==> src/rtl/bp_pkg.sv <==
// Shared definitions for the branch prediction unit: branch opcodes,
// BHT counter reset value and the branch-opcode classifier.
package bp_pkg;

   localparam logic [5:0] OP_BEQ   = 6'b000100;
   localparam logic [5:0] OP_BNE   = 6'b000101;
   localparam logic [5:0] OP_BGT   = 6'b000110;
   localparam logic [5:0] OP_BGE   = 6'b000111;
   localparam logic [5:0] OP_BLT   = 6'b001000;
   localparam logic [5:0] OP_BLE   = 6'b001001;
   localparam logic [5:0] OP_BLTU  = 6'b001010;
   localparam logic [5:0] OP_BGTU  = 6'b001011;
   localparam logic [5:0] OP_BGEU  = 6'b001100;
   localparam logic [5:0] OP_BLEQU = 6'b001101;

   localparam logic [1:0] CTR_INIT = 2'b01;

   // Branch opcodes occupy one contiguous range.
   function automatic logic is_branch(input logic [5:0] opcode);
      return (opcode >= OP_BEQ) && (opcode <= OP_BLEQU);
   endfunction

endpackage

==> src/rtl/branch_cond_eval.sv <==
// Combinational branch condition evaluation for the mini-MIPS branch opcodes.
module branch_cond_eval
   import bp_pkg::*;
#(
   parameter int DATA_W = 32
) (
   input  logic [5:0]        opcode,
   input  logic [DATA_W-1:0] rs,
   input  logic [DATA_W-1:0] rt,
   output logic              taken,
   output logic              is_br
);

   logic signed [DATA_W-1:0] rs_s;
   logic signed [DATA_W-1:0] rt_s;

   assign rs_s  = rs;
   assign rt_s  = rt;
   assign is_br = is_branch(opcode);

   always_comb begin
      taken = 1'b0;
      case (opcode)
         OP_BEQ:   taken = (rs == rt);
         OP_BNE:   taken = (rs != rt);
         OP_BGT:   taken = (rs_s >  rt_s);
         OP_BGE:   taken = (rs_s >= rt_s);
         OP_BLT:   taken = (rs_s <  rt_s);
         OP_BLE:   taken = (rs_s <= rt_s);
         OP_BLTU:  taken = (rs <  rt);
         OP_BGTU:  taken = (rs >  rt);
         OP_BGEU:  taken = (rs >= rt);
         OP_BLEQU: taken = (rs <= rt);
         default:  taken = 1'b0;
      endcase
   end

endmodule

==> src/rtl/branch_predict_unit.sv <==
// Branch prediction (BHT + tagged BTB) and resolution with registered redirect.
// Optional perf counters enabled by defining BRANCH_PERF_CNT_EN.
module branch_predict_unit
   import bp_pkg::*;
#(
   parameter int DATA_W = 32,
   parameter int PC_W   = 32,
   parameter int IDX_W  = 6,
   parameter int TAG_W  = 8
) (
   input  logic              clk,
   input  logic              rst,
   input  logic [PC_W-1:0]   fetch_pc,
   output logic              pred_taken,
   output logic [PC_W-1:0]   pred_target,
   input  logic              res_valid_i,
   input  logic [PC_W-1:0]   res_pc,
   input  logic [5:0]        res_opcode,
   input  logic [DATA_W-1:0] rs_data,
   input  logic [DATA_W-1:0] rt_data,
   input  logic [15:0]       imm16,
   input  logic              res_pred_taken,
   output logic              res_valid_o,
   output logic              res_taken,
   output logic [PC_W-1:0]   res_target,
   output logic              mispredict,
   output logic [PC_W-1:0]   redirect_pc
`ifdef BRANCH_PERF_CNT_EN
   ,
   output logic [31:0]       perf_branches,
   output logic [31:0]       perf_mispredicts
`endif
);

   localparam int ENTRIES = 1 << IDX_W;

   function automatic logic [1:0] ctr_inc(input logic [1:0] c);
      return (c == 2'b11) ? c : c + 2'b01;
   endfunction

   function automatic logic [1:0] ctr_dec(input logic [1:0] c);
      return (c == 2'b00) ? c : c - 2'b01;
   endfunction

   function automatic logic [31:0] cnt_sat_inc(input logic [31:0] c);
      return (c == 32'hFFFF_FFFF) ? c : c + 32'd1;
   endfunction

   logic [1:0]      bht        [ENTRIES];
   logic [ENTRIES-1:0] btb_valid;
   logic [TAG_W-1:0] btb_tag    [ENTRIES];
   logic [PC_W-1:0] btb_target [ENTRIES];

   // Fetch-side lookup (reads pre-update table state)
   logic [IDX_W-1:0] fetch_idx;
   logic [TAG_W-1:0] fetch_tag;
   logic             fetch_hit;

   assign fetch_idx   = fetch_pc[IDX_W+1:2];
   assign fetch_tag   = fetch_pc[IDX_W+TAG_W+1:IDX_W+2];
   assign fetch_hit   = btb_valid[fetch_idx] && (btb_tag[fetch_idx] == fetch_tag);
   assign pred_taken  = fetch_hit && bht[fetch_idx][1];
   assign pred_target = pred_taken ? btb_target[fetch_idx] : '0;

   // Resolve stage p0: condition, target and redirect
   logic [IDX_W-1:0] res_idx;
   logic [TAG_W-1:0] res_tag;
   logic             cond_taken;
   logic             is_br_p0;
   logic             taken_p0;
   logic [PC_W-1:0]  pc_plus4_p0;
   logic [PC_W-1:0]  target_p0;
   logic             mispredict_p0;
   logic [PC_W-1:0]  redirect_p0;
   logic             unused_pc_bits;

   assign res_idx = res_pc[IDX_W+1:2];
   assign res_tag = res_pc[IDX_W+TAG_W+1:IDX_W+2];

   branch_cond_eval #(.DATA_W(DATA_W)) u_cond (
      .opcode (res_opcode),
      .rs     (rs_data),
      .rt     (rt_data),
      .taken  (cond_taken),
      .is_br  (is_br_p0)
   );

   assign taken_p0      = is_br_p0 && cond_taken;
   assign pc_plus4_p0   = res_pc + PC_W'(4);
   assign target_p0     = pc_plus4_p0 + {{(PC_W-18){imm16[15]}}, imm16, 2'b00};
   // Non-branches are never taken, so this also covers the non-branch case.
   assign mispredict_p0 = (taken_p0 != res_pred_taken);
   assign redirect_p0   = taken_p0 ? target_p0 : pc_plus4_p0;
   assign unused_pc_bits = ^{fetch_pc, res_pc};

   always_ff @(posedge clk or posedge rst) begin
      if (rst) begin
         for (int i = 0; i < ENTRIES; i++) bht[i] <= CTR_INIT;
         btb_valid <= '0;
      end else if (res_valid_i) begin
         if (is_br_p0) begin
            if (taken_p0) begin
               bht[res_idx]       <= ctr_inc(bht[res_idx]);
               btb_valid[res_idx] <= 1'b1;
            end else begin
               bht[res_idx]       <= ctr_dec(bht[res_idx]);
            end
         end else if (res_pred_taken && (btb_tag[res_idx] == res_tag)) begin
            btb_valid[res_idx] <= 1'b0;
         end
      end
   end

   // Tag/target storage needs no reset: entries are gated by btb_valid.
   always_ff @(posedge clk) begin
      if (res_valid_i && taken_p0) begin
         btb_tag[res_idx]    <= res_tag;
         btb_target[res_idx] <= target_p0;
      end
   end

   // Resolve stage p1: registered outcome
   logic            vld_p1;
   logic            taken_p1;
   logic [PC_W-1:0] target_p1;
   logic            mispredict_p1;
   logic [PC_W-1:0] redirect_p1;

   always_ff @(posedge clk or posedge rst) begin
      if (rst) begin
         vld_p1        <= 1'b0;
         taken_p1      <= 1'b0;
         target_p1     <= '0;
         mispredict_p1 <= 1'b0;
         redirect_p1   <= '0;
      end else begin
         vld_p1        <= res_valid_i;
         taken_p1      <= res_valid_i && taken_p0;
         target_p1     <= target_p0;
         mispredict_p1 <= res_valid_i && mispredict_p0;
         redirect_p1   <= redirect_p0;
      end
   end

   assign res_valid_o = vld_p1;
   assign res_taken   = taken_p1;
   assign res_target  = target_p1;
   assign mispredict  = mispredict_p1;
   assign redirect_pc = redirect_p1;

`ifdef BRANCH_PERF_CNT_EN
   logic br_p1;

   always_ff @(posedge clk or posedge rst) begin
      if (rst) begin
         br_p1            <= 1'b0;
         perf_branches    <= '0;
         perf_mispredicts <= '0;
      end else begin
         br_p1 <= res_valid_i && is_br_p0;
         if (vld_p1 && br_p1)         perf_branches    <= cnt_sat_inc(perf_branches);
         if (vld_p1 && mispredict_p1) perf_mispredicts <= cnt_sat_inc(perf_mispredicts);
      end
   end
`else
   // Counters compiled out; the saturating helper stays unused.
   logic [31:0] unused_cnt;
   assign unused_cnt = cnt_sat_inc(32'd0);
`endif

endmodule

==> config.mk <==
export PLATFORM = sky130hd
export DESIGN_NAME = branch_predict_unit
export DESIGN_NICKNAME = d
export VERILOG_FILES = /design/src/rtl/bp_pkg.sv /design/src/rtl/branch_cond_eval.sv /design/src/rtl/branch_predict_unit.sv
export SDC_FILE = /design/constraint.sdc
export NUM_CORES = 2
export LEC_CHECK = 0
export CORE_MARGIN = 3
export CORE_UTILIZATION = 36
export CTS_CLUSTER_SIZE = 24
export DETAILED_ROUTE_END_ITERATION = 6
export DONT_BUFFER_PORTS = 1
export PLACE_DENSITY = 0.6
export REMOVE_ABC_BUFFERS = 1
export SETUP_SLACK_MARGIN = 0.05
export SYNTH_ARGS = -nofsm -noshare
export SYNTH_HDL_FRONTEND = slang
export SYNTH_SLANG_ARGS = --single-unit
==> constraint.sdc <==
create_clock -name clk -period 13.76 [get_ports clk]
set_input_delay 2.752 -clock clk [delete_from_list [all_inputs] [get_ports clk]]
set_output_delay 2.752 -clock clk [all_outputs]
set_load 0.01 [all_outputs]
# == After elaboration in Yosys (flattened, before gate mapping) ==
# Memory sizes are Yosys's and may differ from the RTL's.
# Cells that the tools add are included.
# totals
latchBits,0
ff_bits,259
in_bits,154
ram_bits,2560
romBits,0
n_memories,2
# op_classes
add_sub_neg,4
bitwise_logic,5
shifts,0
eq_ne,17
div,0
order_cmp,16
n_mul,0
n_reduce_logical,13
n_mux,25
# mem_list
memory,words,width,rd,rd_clocked_by_memory_dff,wr,line,text
btb_target,64,32,1,0,1,branch_predict_unit.sv:52,logic [PC_W-1:0] btb_target [ENTRIES];
btb_tag,64,8,2,0,1,branch_predict_unit.sv:51,logic [TAG_W-1:0] btb_tag [ENTRIES];
# ops
cell,n
bitwise mux 128 bit,2
two-way mux 64 bit,3
two-way mux 128 bit,1
AND 64 bit,1
>= comparator 32 bit,2
greater-than comparator 32 bit,2
<= comparator 32 bit,2
< comparator 32 bit,2
two-way mux 32 bit,2
NOT 64 bit,1
OR 64 bit,1
"== test 6 x 4 -> 1 bit, second input constant",6
"adder 32 x 3 -> 32 bit, second input constant",1
adder 32 bit,1
== test 32 bit,1
!= test 32 bit,1
binary-select mux 2 bit (select 6 bit),2
"== test 6 x 3 -> 1 bit, second input constant",4
== test 8 bit,2
">= comparator 7 bit, second input constant",2
"< comparator 6 x 7 -> 1 bit, second input constant",2
two-way mux 2 bit,7
NOT 6 -> 7 bit,2
demux 2 bit (select 6 bit),1
18 further kinds,29

# == Logic depth before layout (Yosys ltp) ==
# logic_depth
ltp_word,8
depth_mapped,21
ltp_nobuf,17

# == By module ==
# Synthesis repeated with hierarchy kept, for this count alone.
# hier_totals
hier_cells,5819
hier_area_um2,116601.8
# by_module_without_submodules
mod,n_inst,area_each_um2,cells_each
branch_predict_unit,1,115505.8,5669
branch_cond_eval,1,1096.1,150

# == Worst setup path after synthesis ==
# OpenSTA, ideal clock, no wires.
# synth_path
path_type,input -> register
start,input res_pc[4]
end,memory btb_target[0][28] (data pin)
stages,16
setup_ps,1034
path_buffers,5
slack_ps,2358
arrival_ps,10368
cell_sequence,buf_4 buf_2 buf_2 buf_2 buf_2 nand3_1 or2_2 nor2_1 nand3_1 xnor2_1 ha_1 nand4_1 or3b_2 o21ba_2 or2_2 o311ai_0
# synth_between
elab_chain_len,2
# synth_rtl
item,line,text
start: declaration,branch_predict_unit.sv:17,"input logic [PC_W-1:0] res_pc,"
adder 32 x 3 -> 32 bit,branch_predict_unit.sv:89,assign pc_plus4_p0 = res_pc + PC_W'(4);
adder 32 bit,branch_predict_unit.sv:90,"assign target_p0 = pc_plus4_p0 + {{(PC_W-18){imm16[15]}}, imm16, 2'b00};"
named net target_p0[28],branch_predict_unit.sv:72,logic [PC_W-1:0] target_p0;
end: declaration,branch_predict_unit.sv:52,
# The timed path passes the listed nets, and every way through them passes these cells.

# == Worst setup path in the final report ==
# layout_path
start,input fetch_pc[3]
end,output pred_target[6]
# layout_between
elab_chain_len,6
# layout_rtl
item,line,text
start: declaration,branch_predict_unit.sv:13,"input logic [PC_W-1:0] fetch_pc,"
branches (longest 5 deep; another with memory read (64 x 8 bit)),n/a,
two-way mux 32 bit *,branch_predict_unit.sv:63,assign pred_target = pred_taken ? btb_target[fetch_idx] : '0;
end: declaration,branch_predict_unit.sv:15,"output logic [PC_W-1:0] pred_target,"
# Mark *: on every way between the ends. The select of a mux whose other input is x is not followed.

==> impl_metrics.csv <==
group,metric,value,unit
floorplan,rows,208,
critical_path,path_class,"in -> out",
status,status,"completed",
cts,clk_pin_slew,0.06,ns
floorplan,dieArea,0.3314,mm2
cts,post_cts_buffers,0,
floorplan,start_util,0.3629,
detailed_routing,vias,63870,
detailed_routing,wl_per_cell,34.59,um
timing,layout_worst_path_cycle_share,0.7874,
cts,cts.sinks,2817,
timing,timing.final.max_slew_violations,0,
floorplan,die_h,575.6,um
timing,relSlewSlack,0.02829,
critical_path,end_kind,"primary output",
detailed_routing,drt_first_pass_iters,7,
hold_path,holdCritPathClass,"reg -> reg",
power_and_ir_drop,powerDensity,144.0,mW/mm2
cts,postCtsResizedCells,0,
floorplan,core_area,0.3219,mm2
power_and_ir_drop,p_leak,41.70,nW
timing,period_needed,10.83,ns
detailed_routing,first_iter_violations,9537,
synthesis,postSynthCellCount,5967,
cells_and_area,design_area,0.1326,mm2
critical_path,crit_arrival,8.08,ns
cts,cts_made_buffers,311,
timing,hold_viol_final,0,
cts,clock_latency,0.97,ns
detailed_routing,drt-vias-per-instance,6.008,
critical_path,cp_max_fo,212,
place,portBuffers,0,
cells_and_area,syn_to_final_growth,13.55,%
timing,fin_skew,0.08308,ns
timing,tightest_slew,1.458,ns
job,drv_cap,0,
cells_and_area,fin_nets,6300,
floorplan,die_w,575.6,um
synthesis,synth_edf_count,2560,
timing,fmax,92.30,MHz
detailed_routing,drt-total-wl,367800,um
synthesis,synth_ff_type,"edfxtp_1",
global_route,grt_usage,0.2184,
cts,cts_buffer_depth,4,
synthesis,netlist-cell-type-count,85,
timing,setup_viol,0,
synthesis,synthArstFlopShare,0.09123,
cts,clockRootBuffer,"clkbuf_16",
global_route,grt_pass1_wl,508800,um
cells_and_area,final_util,0.4120,
cts,cts_tree,"done",
synthesis,synth_most_common_cell,"edfxtp_1",
critical_path,required,11.01,ns
global_route,antenna_found_initial,32,
place,dp_hpwl,196300,um
synthesis,yosysTopAreaCell,"edfxtp_1",
power_and_ir_drop,ir_worst_vdd,158.2,uV
synthesis,synth_top_area_frac,0.6581,
critical_path,cp-start-kind,"primary input",
synthesis,syn_area,0.1168,mm2
synthesis,netlist_top_cells_count,"edfxtp_1 (2,560), mux4_2 (879), nand2_1 (328)",
cts,cts_max_level,5,
cts,hold_buffers,0,
synthesis,synth_seq_cells,2817,
global_route,grt-ovfl-total,0,
synthesis,ys_top_cells_by_area,"edfxtp_1 (66%), mux4_2 (17%), dfrtp_1 (4.1%)",
place,place.gp.congestion,0.8504,
detailed_routing,ant_nets,0,
place,placed_cell_area,0.1228,mm2
global_route,grt_pass1_vias,63180,
synthesis,ys_warn_count,0,
synthesis,avgSynthCellArea,19.58,um2
global_route,grt_max_degree,656,
floorplan,io_pins,254,
detailed_routing,drc,0,
synthesis,ys_seq_area_frac,0.7138,
timing,rsz0062_at_grt,"no",
cells_and_area,fillerInstances,28120,
cells_and_area,drive_gt1_frac,0.2739,
## per-stage QoR
stage	setup WS (ns)	TNS (ns)	total power [W]	hold slack, ns	cells
after floorplan	-4.222	-7256.94	0.01067	0.4447	5586
after global placement	3.325	0	0.01111	0.4560	10070
after detailed placement	3.292	0	0.01115	0.4560	10070
after CTS	3.285	0	0.01917	0.4644	10610
after global routing	2.920	0	0.01964	0.4846	10630
final	2.926	0	0.01909	0.4659	10630
## state kept, by name (all words and copies together), names as in the netlist, named ones only
name         flops
bht            128
btb_tag        512
btb_target    2048
mispredict       1
redirect_pc     32
res_taken        1
res_target      30
res_valid_o      1
## kinds of logic after synthesis
kind of cell,after synthesis,synth area share
fa+ha+maj,65,0.006983
xor+xnor,61,0.004573
compound gates,736,0.04182
mux,1022,0.1823
flops,2817,0.7138
buf+inv,466,0.01749
simple gates,800,0.03305
## layout make-up
cell class	count	area (um2)	area share
inverters	85	326.6	0.002462
repair buffers	184	1511	0.01140
clock buffers	412	8493	0.06403
clock inverters	128	1237	0.009329
diodes	16	40.04	0.0003019
multi-input cells	2684	32260	0.2432
flip-flops and latches	2817	83390	0.6287
well taps	4305	5386	0.04061
## placed cells by master, fill, tap and decap left out, drive strengths merged, types with 21 or more instances in the layout
| master | instances |
|---|---|
| a211oi | 49 |
| a21oi | 103 |
| a221oi | 55 |
| a22oi | 58 |
| a31oi | 42 |
| and2 | 34 |
| and3b | 22 |
| buf | 184 |
| bufinv | 21 |
| clkbuf | 412 |
| clkinv | 83 |
| dfrtp | 193 |
| dfstp | 64 |
| edfxtp | 2560 |
| ha | 62 |
| inv | 97 |
| mux2 | 52 |
| mux2i | 91 |
| mux4 | 879 |
| nand2 | 328 |
| nand2b | 24 |
| nand3 | 103 |
| nor2 | 126 |
| nor2b | 49 |
| o211ai | 23 |
| o21ai | 232 |
| o22ai | 49 |
| xnor2 | 30 |
| xor2 | 31 |
## report_power, final
part	leakage (nW)	internal [W]	switching, W
logic	11.0	0.000433	0.000817
registers	26.0	0.00972	0.0000471
clock network	4.74	0.00473	0.00335
## worst paths after layout
| path | start | cells past startpoint | endpoint | slack [ns] |
|---|---|---|---|---|
| hold / removal | bht[14]$_DFFE_PP1P_ | 2 | bht[14]$_DFFE_PP1P_ | 0.47 |
| hold reg to reg | bht[14]$_DFFE_PP1P_ | 2 | bht[14]$_DFFE_PP1P_ | 0.47 |
| max in group asynchronous | rst | 3 | res_target[8]$_DFF_PP0_ | 9.79 |
| setup reg to reg | btb_tag[27][7]$_DFFE_PP_ | 11 | btb_target[51][24]$_DFFE_PP_ | 8.48 |
| setup / recovery | fetch_pc[3] | 10 | pred_target[6] | 2.93 |
| min in group asynchronous | rst | 1 | res_target[14]$_DFF_PP0_ | 1.67 |
## critical path, cell delays in order
cell and delay (ns):
buf_16 0.84, buf_16 0.61, mux4_2 0.43, mux4_2 0.55, mux4_2 0.53, xor2_1 0.68, nor4_2 0.17, nand4_1 0.18
buf_4 0.53, nor2b_1 0.26
## metal layers
metal / vias up / global-route usage / part of all wire
met5: - / 0 / 0.00013
met4: 8 / 0.09300 / 0.047
met3: 736 / 0.04876 / 0.10
met2: 3579 / 0.3473 / 0.48
met1: 34490 / 0.2899 / 0.38
li1: 25050 / - / -
Note: power is estimated with default switching activity, not from simulation.
